<file path="config.mk">
export PLATFORM = sky130hd
export DESIGN_NAME = rx_ctrl_gen
export DESIGN_NICKNAME = d
export VERILOG_FILES = /design/src/rtl/rx_ctrl_gen.sv
export SDC_FILE = /design/constraint.sdc
export NUM_CORES = 1
export LEC_CHECK = 0
export ABC_AREA = 0
export BUFFER_PORTS_ARGS = -buffer_cell sky130_fd_sc_hd__buf_2
export CORE_MARGIN = 2
export CORE_UTILIZATION = 45
export CTS_CLUSTER_DIAMETER = 80
export DETAILED_ROUTE_END_ITERATION = 16
export GPL_ROUTABILITY_DRIVEN = 1
export PLACE_DENSITY = 0.71
export SYNTH_ARGS = -nofsm -noshare
export SYNTH_HDL_FRONTEND = slang
export SYNTH_SLANG_ARGS = --single-unit
</file>
<file path="constraint.sdc">
create_clock -name clk -period 1.46 [get_ports clk]
set_clock_uncertainty 0.2 [all_clocks]
set_input_delay 0.292 -clock clk [delete_from_list [all_inputs] [get_ports clk]]
set_output_delay 0.292 -clock clk [all_outputs]
set_load 0.05 [all_outputs]
</file>
<file path="src/rtl/rx_ctrl_gen.sv">
// Serial-receive controller: shifts in LSB-first words (optional even parity),
// writes each good word to RAM at a running address, then waits for restart.
module rx_ctrl_gen #(
  parameter int DATA_W    = 8,
  parameter int ADR_W     = 2,
  parameter int NUM_WORDS = 4,
  parameter int PARITY_EN = 0
) (
  input  logic              clk,
  input  logic              clr,
  input  logic              Tx_vld,
  input  logic              Tx_data,
  input  logic              restart,
  output logic              Rx_ready,
  output logic              write,
  output logic              inc,
  output logic [ADR_W-1:0]  adr,
  output logic [DATA_W-1:0] wdata,
  output logic              Rx_finish,
  output logic              par_err
);

  typedef enum logic [2:0] {
    IDLE   = 3'd0,
    SHIFT  = 3'd1,
    PAR    = 3'd2,
    WRITE  = 3'd3,
    INC    = 3'd4,
    FINISH = 3'd5
  } state_t;

  // Counter holds the value DATA_W itself so the last shift never wraps.
  localparam int CNT_W = $clog2(DATA_W + 1);
  localparam logic [CNT_W-1:0] LAST_BIT = CNT_W'(DATA_W - 1);
  localparam logic [ADR_W-1:0] LAST_ADR = ADR_W'(NUM_WORDS - 1);

  state_t           state, state_nx;
  logic [CNT_W-1:0] bcnt;
  logic             last_bit, last_adr, par_ok;

  assign last_bit = (bcnt == LAST_BIT);
  assign last_adr = (adr == LAST_ADR);
  // Even parity: data bits plus parity bit must XOR to zero.
  assign par_ok   = ~(^wdata ^ Tx_data);

  always_ff @(posedge clk or posedge clr) begin
    if (clr) state <= IDLE;
    else     state <= state_nx;
  end

  always_comb begin
    state_nx  = state;
    Rx_ready  = 1'b0;
    write     = 1'b0;
    inc       = 1'b0;
    Rx_finish = 1'b0;
    case (state)
      IDLE: begin
        Rx_ready = 1'b1;
        if (Tx_vld) state_nx = SHIFT;
      end
      SHIFT: begin
        if (last_bit) state_nx = (PARITY_EN != 0) ? PAR : WRITE;
      end
      PAR: begin
        state_nx = par_ok ? WRITE : IDLE;
      end
      WRITE: begin
        write    = 1'b1;
        state_nx = last_adr ? FINISH : INC;
      end
      INC: begin
        inc      = 1'b1;
        state_nx = IDLE;
      end
      FINISH: begin
        Rx_finish = 1'b1;
        if (restart) state_nx = IDLE;
      end
      default: state_nx = IDLE;
    endcase
  end

  always_ff @(posedge clk or posedge clr) begin
    if (clr) begin
      adr     <= '0;
      wdata   <= '0;
      bcnt    <= '0;
      par_err <= 1'b0;
    end else begin
      case (state)
        IDLE: if (Tx_vld) bcnt <= '0;
        SHIFT: begin
          wdata <= {Tx_data, wdata[DATA_W-1:1]};
          bcnt  <= bcnt + 1'b1;
        end
        // A bad word leaves adr alone so the sender can retry the same slot.
        PAR: if (!par_ok) par_err <= 1'b1;
        INC: adr <= adr + 1'b1;
        FINISH: begin
          if (restart) begin
            adr     <= '0;
            par_err <= 1'b0;
          end
        end
        default: ;
      endcase
    end
  end

endmodule
</file>
=== Word-level counts from Yosys, hierarchy flattened ===
Cells that the tools add are included.

* Register bits: 18
* Input port bits: 5
* Output and inout port bits: 15
* Logic and storage cells: 45

* $add $sub $neg: 2
* Equality and inequality tests: 11
* Multiplexer cells: 17
* Bitwise operators: 1
* Reduce and logical (&&, ||, !) cells: 9

{| class="wikitable"
|+ Operator list
! operator !! number
|-
| case mux 3 bit (5 select lines) || 1
|-
| 2-to-1 mux 3 bit || 3
|-
| inequality test 2 bit (second input constant) || 4
|-
| case mux 4 bit (2 select lines) || 1
|-
| XOR reduction 8 bit || 1
|-
| 2-to-1 mux 1 bit || 7
|-
| equality test 3 x 2 -> 1 bit (second input constant) || 2
|-
| equality test 3 bit (second input constant) || 2
|-
| AND reduction 3 bit || 2
|-
| nonzero test 2 bit || 3
|-
| adder 4 x 1 -> 4 bit (second input constant) || 1
|-
| equality test 4 x 3 -> 1 bit (second input constant) || 1
|-
| 2-to-1 mux 2 bit || 2
|-
| 2-to-1 mux 4 bit || 1
|-
| case mux 2 bit (2 select lines) || 1
|-
| AND reduction 2 bit || 2
|-
| equality test 3 x 1 -> 1 bit (second input constant) || 1
|-
| zero test 3 bit || 1
|-
| adder 2 x 1 -> 2 bit (second input constant) || 1
|-
| equality test 2 bit (second input constant) || 1
|-
| case mux 1 bit (2 select lines) || 1
|-
| bitwise XOR 1 bit || 1
|}

=== Longest topological paths before layout ===
Gate-level depths: netlist (run 1).

* Word-level depth: 4
* Gate-level depth with buffers: 6
* Depth with buffers taken out: 5

=== Least setup slack after synthesis (run 1) ===
No wires, ideal clock.

* Path type: register -> output
* Start: register state[0]
* End: output port Rx_ready
* Arrival: 1.608 ns
* Data required time: 0.968 ns
* Path slack: -0.640 ns
* Cell stages (with the launch flop): 3
* Buffers on the path: 1
* Path through: dfrtp_1 clkbuf_1 nor3_1

* Word-level cells in the longest chain between the ends: 2

{| class="wikitable"
|+ RTL lines
! item !! RTL line !! RTL
|-
| start, declared || 37 || <nowiki>state_t state, state_nx;</nowiki>
|-
| start signal, assigned || 48 || <nowiki>else state <= state_nx;</nowiki>
|-
| zero test 3 bit || 57 || <nowiki>case (state)</nowiki>
|-
| 2-to-1 mux 1 bit || 57 ||
|-
| end, declared || 14 || <nowiki>output logic Rx_ready,</nowiki>
|}

Every way passes these cells.

=== Worst setup path after layout (run 1) ===
* Start: register state[1]
* End: output port inc

* Word-level cells in the longest chain between the ends: 2

{| class="wikitable"
|+ RTL lines
! item !! RTL line !! RTL
|-
| equality test 3 bit || 57 ||
|-
| 2-to-1 mux 1 bit || 57 ||
|-
| end, declared || 16 || <nowiki>output logic inc,</nowiki>
|}

Every way passes these cells.

==> impl_metrics.tcl, run 1 <==
set metrics [dict create \
    first_pass_iters 4 \
    multi_input_area_um2 526 \
    fin_nets 149 \
    final-seq-area_um2 455 \
    cts_inserted_buffers 3 \
    vias 859 \
    worstSetupPathType "reg2out" \
    r2r_end "par_err" \
    worst-r2r-cell-count 4 \
    met1_length_um 966 \
    worstPathArrival_ns 1.34 \
    ys_seq_area_frac 0.504 \
    synth_nets 100 \
    hold_end "wdata[7]" \
    synth_common_cells "30 x nand2_1, 18 x dfrtp_1, 5 x o21ai_0" \
    grt_pass1_vias 868 \
    ff2ff_setup_slack_ns -0.26 \
    tritoncts "yes" \
    max_freq_mhz 545 \
    io_pins 20 \
    worstSkewPairLatency_ns 0.29 \
    diodes 0 \
    rows 16 \
    min_period_over_period 1.26 \
    hold_path.class "in2reg" \
    drt_iter0_drc 11 \
    initial_core_util 0.465 \
    ys.flop_type "dfrtp_1" \
    max_cap_violations 0 \
    die_area_um2 2360 \
    yosysTopAreaCellShare 0.504 \
    cp.required_ns 0.97 \
    route.met3.wl_um 72 \
    drc 0 \
    fin_crit_ns 1.83 \
    synth_cells 93 \
    synthMostInstantiatedCell "nand2_1" \
    fp.dieH_um 48.6 \
    synthArstFlopShare 1.00 \
    tightest_slew_ns 0.267 \
    synth_top_area_cell "dfrtp_1" \
    outcome "complete, but fails checks" \
    grt_pass1_wl_um 3870 \
    cts_buffer_depth 2 \
    slew_violations 0 \
    pre_cts_ws_ns -0.199 \
    viasPerCell 5.14 \
    worstReg2RegStart "wdata[4]" \
    syn_area_um2 893 \
    layout-drive-gt1-share 0.586 \
    routedWlPerCell_um 14.8 \
    drt_wl_total_um 2470 \
    dr.max_layer_used "met4" \
    grt_usage 0.218 \
    fillers 130 \
    hold_viol_final 0 \
    endpoint_kind "output port" \
    clkTransAtPathRegs_ns 0.09 \
    synth_cell_types 29 \
    holdPathStages 3 \
    rsz0062_at_grt "yes" \
    grt-ovfl-total 0 \
    clkSinkCount 18 \
    hold_path.startpoint "Tx_data" \
    ys_seq_elements 18 \
    start_kind "flop" \
    finalSetupViolCount 27 \
    crit_fanout 2 \
    portBuffers 19 \
    synth_area_leaders "dfrtp_1 50%, nand2_1 13%, a22o_1 3.9%" \
    synth_edf_count 0 \
    ctsHtreeMaxLevel 1 \
    grt_max_degree 19 \
    timing.final.ws_setup_ns -0.374 \
    syn_to_final_growth_pct 71.3 \
    antenna_found_initial 0 \
    ys_warn_count 0 \
    die_x_um 48.6 \
    violations "setup timing" \
    hpwl_um 1430 \
    slew_headroom 0.821 \
    routabilityCongestion 0.790 \
    wl_met2_um 1320 \
    cts-root-buf "clkbuf_4" \
    syn_avg_cell_area_um2 9.61 \
    ant_nets 0 \
    core_area_um2 1920 \
]
-- worst max-delay path by stage --
stage	end	from	cells after the start	slack [ns]
floorplan	par_err	wdata[0]	4	-0.30
global placement	par_err	wdata[0]	4	-0.16
detailed placement	state[0]	wdata[0]	4	-0.20
CTS	inc	state[1]	3	-0.36
global route	inc	state[0]	3	-0.44
finish	inc	state[1]	3	-0.37
-- through the flow --
step / util / hold WS [ns] / setup TNS (ns) / std cells / area (um2)
after floorplan: - / 0.0303 / -1.26 / 93 / 925
after global placement: 0.594 / 0.116 / -1.39 / 151 / 1140
after detailed placement: 0.594 / 0.116 / -1.69 / 151 / 1140
after CTS: 0.740 / 0.0146 / -2.08 / 163 / 1420
after global routing: 0.796 / 0.0459 / -4.25 / 167 / 1530
final: 0.796 / 0.0528 / -2.87 / 167 / 1530
-- kinds of logic after synthesis --
group                      count (synthesis)  share of synthesized area
and+or+nand+nor                           46                      0.242
AOI/OAI and AO/OA                         14                      0.105
buffers and inverters                      6                     0.0280
xor gates and xnor gates                   7                     0.0924
adders and majority gates                  2                     0.0280
DFF                                       18                      0.504
-- layout make-up --
class                           instances  share of cell area
Sequential cell                        18               0.298
Timing Repair Buffer                   47               0.312
Inverter                                3             0.00981
Multi-Input combinational cell         69               0.343
Clock buffer                            3              0.0147
Tap cell                               27              0.0221
-- layer usage --
layer	global-route usage	vias to the layer above
li1	-	410
met1	0.235	413
met2	0.410	25
met3	0.0309	11
met4	0.119	0
met5	0	-
-- registers in the layout, summed over array words and instances (netlist names) --
name and cells:
state 3, bcnt 4, wdata 8, adr 2, par_err 1
-- cell usage in the layout, fill, tap and decap left out, types with 3 or more instances in the layout --
| cell type | synthesis | final |
|---|---|---|
| a22o_1 | 4 | 4 |
| buf_2 | 1 | 5 |
| buf_4 | 0 | 15 |
| buf_6 | 0 | 14 |
| buf_8 | 0 | 11 |
| clkbuf_4 | 0 | 4 |
| dfrtp_1 | 18 | 14 |
| dfrtp_2 | 0 | 4 |
| nand2_1 | 30 | 17 |
| nand2_2 | 0 | 11 |
| nand3_1 | 4 | 3 |
| o21ai_2 | 0 | 3 |
| xnor2_1 | 4 | 3 |
-- worst max-delay path, stage by stage (launching register included) --
cell and delay (ns):
dfrtp_1 0.39, or3b_4 0.42, clkinvlp_4 0.10, buf_8 0.14
-- timing repair --
item	CTS	global route
cloned	0	1
resized for setup	54	29
hold buffers	1	0
pin swaps	6	14
endpoints found under the setup margin	29	31
hold endpoints to repair	18	0
setup buffers	8	5
Power of run 1 is left out: the tool's default activity adds up to more than one toggle a clock period on the data nets, which glitch-free logic cannot reach.
==> inputs of run 2 (changes only) <==
--- a/config.mk
+++ b/config.mk
@@ -7,7 +7,6 @@
 export LEC_CHECK = 0
 export ABC_AREA = 0
 export BUFFER_PORTS_ARGS = -buffer_cell sky130_fd_sc_hd__buf_2
-export CORE_MARGIN = 2
 export CORE_UTILIZATION = 45
 export CTS_CLUSTER_DIAMETER = 80
 export DETAILED_ROUTE_END_ITERATION = 16
==> run 2 against run 1 <==
Compared with the run above:
- the flow still finishes with violations (setup timing)
- sequential cell count stayed put
- final cell count is 1.8% lower
- die area is 8.1% lower
- critical path depth stayed put
- first-iteration DRC count is 55% lower
- sequential share of layout area is 0.38 points higher
- via count is 0.47% lower
- design area is 0.98% lower
- core utilization is 4.5 points higher
- register-to-register slack worse by 0.02 ns
- global-route usage is 1.6 points higher
- worst setup slack worse by 0.019 ns
- critical endpoint unchanged
- largest cell class unchanged
==> impl_metrics.tcl, run 2 (synthesis gave the netlist of run 1 again) <==
set metrics [dict create \
    outcome "complete, but fails checks" \
    violations "setup timing" \
    portBuffers 19 \
    cts-root-buf "clkbuf_4" \
    worst_path_max_delay_cell "or3b_4" \
    io_pins 20 \
    grt_usage 0.234 \
    slew_headroom 0.763 \
    final_util 0.841 \
    timing.final.ws_setup_ns -0.393 \
    grt_max_degree 11 \
    tritoncts "yes" \
    layout_common_cells "18 x nand2_1, 15 x buf_4, 14 x buf_6" \
    cp.required_ns 0.97 \
    cts_inserted_buffers 3 \
    finalSetupViolCount 27 \
    worstSetupPathType "reg2out" \
    cts_buffer_depth 2 \
    fin_setup_tns_ns -3.59 \
    grt_pass1_wl_um 3480 \
    die_x_um 46.6 \
    ctsHtreeMaxLevel 1 \
    crit_fanout 2 \
    initial_core_util 0.496 \
    clkSinkCount 18 \
    tightest_slew_ns 0.356 \
    start_kind "flop" \
    routedWlPerCell_um 14.9 \
    grt_pass1_vias 803 \
    antenna_found_initial 0 \
    routabilityCongestion 0.763 \
    max_freq_mhz 540 \
    diodes 0 \
    layout.cells.most_common "nand2_1" \
    layout-drive-gt1-share 0.590 \
    first_pass_iters 4 \
    drt_wl_total_um 2440 \
    fp.dieH_um 46.6 \
    fin_nets 147 \
    grt-ovfl-total 0 \
    hold_viol_final 0 \
    die_area_um2 2170 \
    rsz0062_at_grt "yes" \
    syn_to_final_growth_pct 69.6 \
    slowest_delay_ns 0.42 \
    hold_path.startpoint "Tx_data" \
    ant_nets 0 \
    slew_violations 0 \
    vias 855 \
    design_area_um2 1520 \
    worstPathArrival_ns 1.36 \
    min_period_over_period 1.27 \
    drc 0 \
    endpoint_kind "output port" \
    core_area_um2 1800 \
    drt_iter0_drc 5 \
    path_cells "or3b_4 -> clkinvlp_4 -> buf_8" \
    clkTransAtPathRegs_ns 0.11 \
    place_area_um2 1150 \
    fin_crit_ns 1.85 \
    hpwl_um 1370 \
    hold_slack_ns 0.0221 \
    max_cap_violations 0 \
    hold_path.class "in2reg" \
    viasPerCell 5.21 \
    crit_path_start "state[1]" \
    largest_reg_flops 8 \
    reg_top3 "wdata x8, bcnt x4, state x3" \
    regMostFlops "wdata" \
    rows 15 \
    worstSkewPairLatency_ns 0.29 \
    worstReg2RegStart "wdata[0]" \
]
## run 2: stage by stage
stage          std cells  worst slack (ns)
6_report             164            -0.393
5_1_grt              164            -0.424
4_1_cts              161            -0.377
3_5_place_dp         150            -0.227
3_3_place_gp         150            -0.172
2_1_floorplan         93            -0.299
## run 2: metal layers
metal | track usage | vias up | wire [um]
li1 | - | 404 | -
met4 | 0.0824 | 0 | 80
met3 | 0.0392 | 8 | 63
met1 | 0.294 | 423 | 994
met5 | 0 | - | 0
met2 | 0.400 | 20 | 1300
## run 2: worst paths after layout
kind                                 end  slack (ns)  cells after the start
worst max-delay path                 inc       -0.39                      3
worst min-delay path            wdata[7]        0.02                      3
worst max register to register   par_err       -0.28                      4
worst min register to register   bcnt[0]        0.33                      1
max in group asynchronous       state[0]        0.30                      4
min in group asynchronous       wdata[1]        0.29                      3
## run 2: what timing repair did
item                                    in CTS  in global routing
endpoints found under the setup margin      29                 29
pin swaps                                    9                 17
resized for setup                           51                 26
endpoints found under the hold margin        8                  0
hold buffers                                 1                  0
setup buffers                                7                  3
## run 2: layout make-up
type,count,area [um2]
multi-input cells,69,520
flip-flops and latches,18,457
repair buffers,45,455
fillers,95,287
clock buffers,4,36.3
well taps,25,31.3
inverters,3,15.0
## run 2: critical path, delay by kind of cell (launching register included)
family / cells / cell delay (ns)
simple gates: 1 / 0.42
flops: 1 / 0.40
buf+inv: 2 / 0.25
Power of run 2 is left out for the same reason.
